**src/rtl/dl_pkg.sv**
```systemverilog
// Shared definitions for the delay-line command scheduler.
// Holds the host opcode map, sequencing constants, the scheduler state
// encoding and the period reload helper used by the auto-sample timer.
package dl_pkg;

   localparam int unsigned P_EDGE_WAIT    = 20;
   localparam int unsigned P_UNLOAD_BYTES = 7;
   localparam int unsigned P_TIMER_W      = 24;

   localparam int unsigned WAIT_W   = $clog2(P_EDGE_WAIT);
   localparam int unsigned UNLOAD_W = $clog2(P_UNLOAD_BYTES + 1);

   localparam logic [3:0] OP_LOAD    = 4'h0;
   localparam logic [3:0] OP_UNLOAD  = 4'h1;
   localparam logic [3:0] OP_CAPTURE = 4'h2;
   localparam logic [3:0] OP_EDGE    = 4'h3;
   localparam logic [3:0] OP_PERIOD  = 4'h4;
   localparam logic [3:0] OP_AUTO    = 4'h5;

   typedef enum logic [2:0] {
      IDLE   = 3'd0,
      HOST   = 3'd1,
      EDGE   = 3'd2,
      WAIT   = 3'd3,
      UNLOAD = 3'd4,
      DRAIN  = 3'd5
   } sched_state_t;

   // Auto-sample period reload value: (1 << (exponent + 8)) - 1.
   function automatic logic [P_TIMER_W-1:0] period_reload(input logic [3:0] exponent);
      logic [31:0] span;
      span = 32'(1) << (5'(exponent) + 5'd8);
      return P_TIMER_W'(span - 32'd1);
   endfunction

endpackage

```
**src/rtl/dl_sched_timer.sv**
```systemverilog
// Auto-sample period timer.
// Holds the period exponent and the auto enable, runs the period
// down-counter and raises the sticky pending flag when it expires.
//   clk, rst_n   : clock, async active-low reset
//   set_period   : load exponent from arg; counter reloads one cycle later
//   set_auto     : load auto enable from arg[0]; disabling clears pending
//   arg          : argument nibble of the host byte
//   clr_pending  : scheduler has issued the edge burst
//   pending      : an auto sequence is owed
module dl_sched_timer
   import dl_pkg::*;
(
   input  logic       clk,
   input  logic       rst_n,
   input  logic       set_period,
   input  logic       set_auto,
   input  logic [3:0] arg,
   input  logic       clr_pending,
   output logic       pending
);

   logic [3:0]           exponent;
   logic                 auto_en;
   logic                 reload_req;
   logic [P_TIMER_W-1:0] timer;
   logic                 fire_c;

   // A pending reload takes precedence over expiry of the old count.
   assign fire_c = auto_en && !reload_req && (timer == '0);

   always_ff @(posedge clk or negedge rst_n) begin
      if (!rst_n) begin
         exponent   <= 4'd0;
         auto_en    <= 1'b0;
         reload_req <= 1'b0;
         timer      <= '0;
         pending    <= 1'b0;
      end else begin
         reload_req <= set_period;
         if (set_period) exponent <= arg;
         if (set_auto)   auto_en  <= arg[0];

         if (reload_req || fire_c) timer <= period_reload(exponent);
         else if (auto_en)         timer <= timer - P_TIMER_W'(1);

         // Fires do not queue; a fresh fire wins over the edge-issue clear.
         if (set_auto && !arg[0]) pending <= 1'b0;
         else if (fire_c)         pending <= 1'b1;
         else if (clr_pending)    pending <= 1'b0;
      end
   end

endmodule

```
**src/rtl/dl_sched.sv**
```systemverilog
// Command scheduler/arbiter for the delay-line driver command port.
// Forwards host command bytes through a one-entry buffer and interleaves
// periodic auto-sample sequences (edge burst, wait, paced unloads).
//   i_clk, i_rst_n : clock, async active-low reset
//   i_rx_valid/data: host byte strobe and byte ([3:0] opcode, [7:4] arg)
//   o_cmd_valid/data: one-cycle command strobe and byte to the driver
//   i_tx_valid     : driver TX valid (not used for sequencing)
//   i_tx_accept    : UART TX accepted a driver byte
//   o_busy         : scheduler not idle or host byte waiting
//   o_overflow     : sticky, a host byte was dropped
module dl_sched
   import dl_pkg::*;
(
   input  logic       i_clk,
   input  logic       i_rst_n,
   input  logic       i_rx_valid,
   input  logic [7:0] i_rx_data,
   output logic       o_cmd_valid,
   output logic [7:0] o_cmd_data,
   input  logic       i_tx_valid,
   input  logic       i_tx_accept,
   output logic       o_busy,
   output logic       o_overflow
);

   sched_state_t        state, state_nxt;
   logic [WAIT_W-1:0]   wait_cnt, wait_nxt;
   logic [UNLOAD_W-1:0] unload_cnt, unload_nxt;
   logic                buf_full, buf_full_nxt;
   logic [7:0]          buf_data, buf_data_nxt;
   logic                overflow_nxt;
   logic                cmd_valid_nxt;
   logic [7:0]          cmd_data_nxt;
   logic                busy_nxt;
   logic                drain_buf_c;
   logic                clr_pending_c;
   logic                pending;
   logic                host_byte_c;
   logic                set_period_c;
   logic                set_auto_c;
   logic                unused_tx_valid;

   // Driver TX valid is only observed; sequencing relies on the accept.
   assign unused_tx_valid = i_tx_valid;

   // Host byte decode: 0x0-0x3 are driver commands, 0x4/0x5 configure locally.
   assign host_byte_c  = i_rx_valid && (i_rx_data[3:0] <= OP_EDGE);
   assign set_period_c = i_rx_valid && (i_rx_data[3:0] == OP_PERIOD);
   assign set_auto_c   = i_rx_valid && (i_rx_data[3:0] == OP_AUTO);

   dl_sched_timer u_timer (
      .clk         (i_clk),
      .rst_n       (i_rst_n),
      .set_period  (set_period_c),
      .set_auto    (set_auto_c),
      .arg         (i_rx_data[7:4]),
      .clr_pending (clr_pending_c),
      .pending     (pending)
   );

   // State and registered outputs.
   always_ff @(posedge i_clk or negedge i_rst_n) begin
      if (!i_rst_n) begin
         state       <= IDLE;
         wait_cnt    <= '0;
         unload_cnt  <= '0;
         buf_full    <= 1'b0;
         buf_data    <= 8'h00;
         o_overflow  <= 1'b0;
         o_cmd_valid <= 1'b0;
         o_cmd_data  <= 8'h00;
         o_busy      <= 1'b0;
      end else begin
         state       <= state_nxt;
         wait_cnt    <= wait_nxt;
         unload_cnt  <= unload_nxt;
         buf_full    <= buf_full_nxt;
         buf_data    <= buf_data_nxt;
         o_overflow  <= overflow_nxt;
         o_cmd_valid <= cmd_valid_nxt;
         o_cmd_data  <= cmd_data_nxt;
         o_busy      <= busy_nxt;
      end
   end

   // Next-state, sequencing counters, host buffer and command outputs.
   always_comb begin
      state_nxt     = state;
      wait_nxt      = wait_cnt;
      unload_nxt    = unload_cnt;
      buf_full_nxt  = buf_full;
      buf_data_nxt  = buf_data;
      overflow_nxt  = o_overflow;
      cmd_valid_nxt = 1'b0;
      cmd_data_nxt  = o_cmd_data;
      clr_pending_c = 1'b0;
      drain_buf_c   = 1'b0;

      case (state)
         IDLE: begin
            // Host buffer has strict priority over the auto sampler.
            if (buf_full)     state_nxt = HOST;
            else if (pending) state_nxt = EDGE;
         end
         HOST: begin
            cmd_valid_nxt = 1'b1;
            cmd_data_nxt  = buf_data;
            drain_buf_c   = 1'b1;
            if (buf_data[3:0] == OP_UNLOAD) begin
               state_nxt  = DRAIN;
               unload_nxt = '0;
            end else begin
               state_nxt  = IDLE;
            end
         end
         EDGE: begin
            cmd_valid_nxt = 1'b1;
            cmd_data_nxt  = {4'h0, OP_EDGE};
            clr_pending_c = 1'b1;
            wait_nxt      = WAIT_W'(P_EDGE_WAIT - 1);
            state_nxt     = WAIT;
         end
         WAIT: begin
            if (wait_cnt == '0) begin
               state_nxt  = UNLOAD;
               unload_nxt = UNLOAD_W'(P_UNLOAD_BYTES);
            end else begin
               wait_nxt   = wait_cnt - WAIT_W'(1);
            end
         end
         UNLOAD: begin
            cmd_valid_nxt = 1'b1;
            cmd_data_nxt  = {4'h0, OP_UNLOAD};
            unload_nxt    = unload_cnt - UNLOAD_W'(1);
            state_nxt     = DRAIN;
         end
         DRAIN: begin
            if (i_tx_accept) state_nxt = (unload_cnt != '0) ? UNLOAD : IDLE;
         end
         default: state_nxt = IDLE;
      endcase

      // A byte arriving while the buffer drains refills it in the same cycle.
      if (drain_buf_c) buf_full_nxt = 1'b0;
      if (host_byte_c) begin
         if (!buf_full || drain_buf_c) begin
            buf_full_nxt = 1'b1;
            buf_data_nxt = i_rx_data;
         end else begin
            overflow_nxt = 1'b1;
         end
      end

      busy_nxt = (state_nxt != IDLE) || buf_full_nxt;
   end

endmodule
```
**config.mk**
```make
export PLATFORM = sky130hd
export DESIGN_NAME = dl_sched
export DESIGN_NICKNAME = d
export VERILOG_FILES = /design/src/rtl/dl_pkg.sv /design/src/rtl/dl_sched_timer.sv /design/src/rtl/dl_sched.sv
export SDC_FILE = /design/constraint.sdc
export NUM_CORES = 1
export LEC_CHECK = 0
export BUFFER_PORTS_ARGS = -buffer_cell sky130_fd_sc_hd__buf_2
export CORE_UTILIZATION = 60
export CTS_BUF_LIST = sky130_fd_sc_hd__clkbuf_16
export CTS_CLUSTER_SIZE = 40
export DETAILED_ROUTE_END_ITERATION = 10
export GPL_TIMING_DRIVEN = 0
export PLACE_DENSITY = 0.79
export REMOVE_ABC_BUFFERS = 1
export SKIP_LAST_GASP = 1
export SLEW_MARGIN = 25
export SYNTH_ARGS = -nofsm -noshare
export SYNTH_HDL_FRONTEND = slang
export SYNTH_SLANG_ARGS = --single-unit
```
**constraint.sdc**
```tcl
create_clock -name i_clk -period 2.9 [get_ports i_clk]
set_clock_uncertainty 0.2 [all_clocks]
set_input_delay 0.725 -clock i_clk [delete_from_list [all_inputs] [get_ports i_clk]]
set_output_delay 0.725 -clock i_clk [all_outputs]
set_load 0.05 [all_outputs]
```
==> qor.csv <==
metric;value;unit
hpwl dp;4550;um
I/O pins;24;
RePlAce Congestion;0.837;
Area Overhead vs Synth;15.3;%
crit path max fanout;21;
H-tree level count;3;
Final #Nets;379;
minimum period implied by the final worst setup slack;2.73;ns
drt wl/cell;16.8;um
Hold/Removal Path Class;in -> async;
Port-buffer cells;22;
Core Util, Final;73.3;%
DR vias;2664;
global-route wire length before repair;12500;um
unique cell type count in the Yosys netlist;54;
Finish-stage setup viols;0;
worst slew pin tran;0.765;ns
WL final;7330;um
RSZ-0062 raised after global routing;false;
Min Hold Slack;0.281;ns
WP data required;2.95;ns
critical path cell sequence;clkinvlp_4 -> nand2_1 -> ha_4 -> and4b_1 -> o2111a_1 -> a211oi_2 -> or4_4 -> a221oi_2;
Clock Power Share;28.8;%
CP Capture Type;flip-flop;
Reg clk slew, reported paths;0.06;ns
sequential share of power;38.5;%
vias in the first global route;2639;
internal power;2.47;mW
Crit-path slowest cell;or4_4;
initial antenna violation count;0;
CP Data Arrival Time;2.78;ns
worst reg2reg path depth;8;
max-slew violation count;0;
Avg Cell Area, Syn;9.62;um^2
core area;5200;um^2
static leakage;1.61;nW
worst r2r src;u_timer.reload_req;
Placement Setup Slack;-0.195;ns
router iterations before antenna repair;5;
CTS tree;built;
net load switching power;1.64;mW
pwr dens;1080;nW/um^2
Post-synth EDFFs;0;
Peak VDD IR;0.840;mV
die height;76.3;um
max-cap viol count;0;
antenna-violating nets left;0;
Initial Utilization;63.6;%
Max-Slew Margin vs Limit;49.0;%
all-layer global routing usage;27.5;%
Finished Layout Cells;437;
post-synthesis cell area;3310;um^2
Final Hold Fails;0;
Slowest Stage Delay on Critical Path;0.55;ns
Max Clk Rate;366;MHz
pin count of the biggest net entering global routing;63;
dominant cells by area after synthesis;dfrtp_1 47%, nand2_1 4.5%, o21ai_0 4.1%;
Worst Slack Setup Final;0.168;ns
layout cells sized above 1;19.9;%
Sw Share;39.9;%
DRC;0;
outcome;completed;
cell row count;26;
Clock Latency Late Sink;0.33;ns
part of the Yosys area used for sequential elements;46.9;%
warnings from Yosys;0;
Syn Inst Count;344;
Comb power frac;32.7;%
synthesized flop and latch total;62;
FF-to-FF End;u_timer.timer[22];
placed insts;419;
CP Launch Point;u_timer.reload_req;
initial DRC count;251;
grt ovf;0;
area leader, netlist;dfrtp_1;
internal reg-to-reg setup slack;0.17;ns
main flop type after synthesis;dfrtp_1;
Clock Tree Buf Depth;2;
total die area;5820;um^2
ys async rst share;100;%
top-area cell type share of the netlist area;46.9;%
diode count;0;
Num CTS Buffers;9;
Crit Path Class;reg -> reg;
Startpoint Class;flip-flop;
Root Buffer;clkbuf_16;
Die Width;76.3;um
number of fill cells in the layout;358;
# clock sinks;62;
vias per cell;6.10;
Final Cycle Share;94.2;%
==> what timing repair did <==
action,in CTS,in global routing
endpoints found under the setup margin,1,17
pin swaps,0,0
resized for setup,1,8
setup buffers,0,2
hold buffers,0,0
==> critical path, delay by kind of cell, from the launching register on <==
kind / cells / cell delay [ns]
AO/OA/AOI/OAI: 3 / 0.55
adder cells (fa/ha/maj): 1 / 0.28
buffers and inverters: 1 / 0.18
flip-flops: 1 / 0.45
AND/OR/NAND/NOR: 3 / 0.97
==> layout by cell type, fill, tap and decap left out, drive strengths merged, types with 5 or more instances in the layout <==
master	count
a21oi	17
a22o	10
buf	24
clkbuf	9
dfrtp	62
inv	11
mux2	12
nand2	40
nand3	13
nand4	5
nor2	28
nor3	19
nor4	6
o21ai	30
xnor2	14
xor2	9
==> metrics by stage <==
step / instance area (um^2) / power (mW) / TNS (ns)
finish: 3820 / 4.11 / 0
global route: 3820 / 4.35 / 0
CTS: 3770 / 4.07 / 0
detailed placement: 3430 / 2.85 / -0.195
global placement: 3430 / 2.79 / -0.204
floorplan: 3230 / 2.50 / 0
==> power groups by stage <==
stage	combinational [mW]	clock (mW)	sequential, mW
2_1_floorplan	0.823	0	1.68
3_3_place_gp	1.24	0	1.55
3_5_place_dp	1.29	0	1.56
4_1_cts	1.31	1.20	1.56
5_1_grt	1.49	1.23	1.63
6_report	1.34	1.18	1.58
==> sequential cells by signal, indices dropped and copies added (netlist names) <==
signal and count:
u_timer.auto_en 1, state 3, u_timer.pending 1, o_overflow 1, o_cmd_valid 1, u_timer.reload_req 1, wait_cnt 5, o_cmd_data 8
unload_cnt 3, buf_data 8, u_timer.exponent 4, u_timer.timer 24, buf_full 1, o_busy 1
==> area by class of cell <==
| type | count | area (um^2) | share of cell area, % |
|---|---|---|---|
| clock inverter | 7 | 104 | 2.72 |
| inverter | 8 | 33.8 | 0.885 |
| sequential | 62 | 1550 | 40.7 |
| clock buffer | 9 | 225 | 5.90 |
| tap | 70 | 87.6 | 2.30 |
| multi-input combinational | 257 | 1680 | 44.1 |
| timing repair buffer | 24 | 128 | 3.34 |
==> cells by family (layout without fill, tap and decap cells) <==
kind of cell | after synthesis | after routing | share of synthesized area [%]
AOI/OAI and AO/OA | 72 | 72 | 13.7
xor gates and xnor gates | 23 | 23 | 6.09
buffers and inverters | 25 | 48 | 3.18
muxes | 13 | 13 | 4.39
adders and majority gates | 4 | 4 | 1.51
and+or+nand+nor | 145 | 145 | 24.2
DFF | 62 | 62 | 46.9
==> worst max-delay path by stage <==
stage                        end  slack, ns  cells past startpoint
2_1_floorplan  u_timer.timer[22]       0.22                      8
3_3_place_gp   u_timer.timer[22]      -0.20                      8
3_5_place_dp   u_timer.timer[22]      -0.20                      8
4_1_cts        u_timer.timer[22]      0.006                      8
5_1_grt        u_timer.timer[22]       0.06                      8
6_report       u_timer.timer[22]       0.17                      8
==> per-layer routing <==
layer,vias to the layer above,global-route usage (%),wire (um)
met1,1313,36.5,3220
met2,80,44.4,3620
li1,1260,-,-
met4,0,10.4,123
met5,-,0,0
met3,11,5.99,372
==> synth_stat cells (all sizes together), types with 9 or more instances <==
cell    instances
dfrtp          62
nand2          40
o21ai          30
nor2           28
nor3           19
a21oi          17
xnor2          14
clkbuf         13
nand3          13
mux2           12
a22o           10
xor2            9
Note: power is estimated with default switching activity, not from simulation.
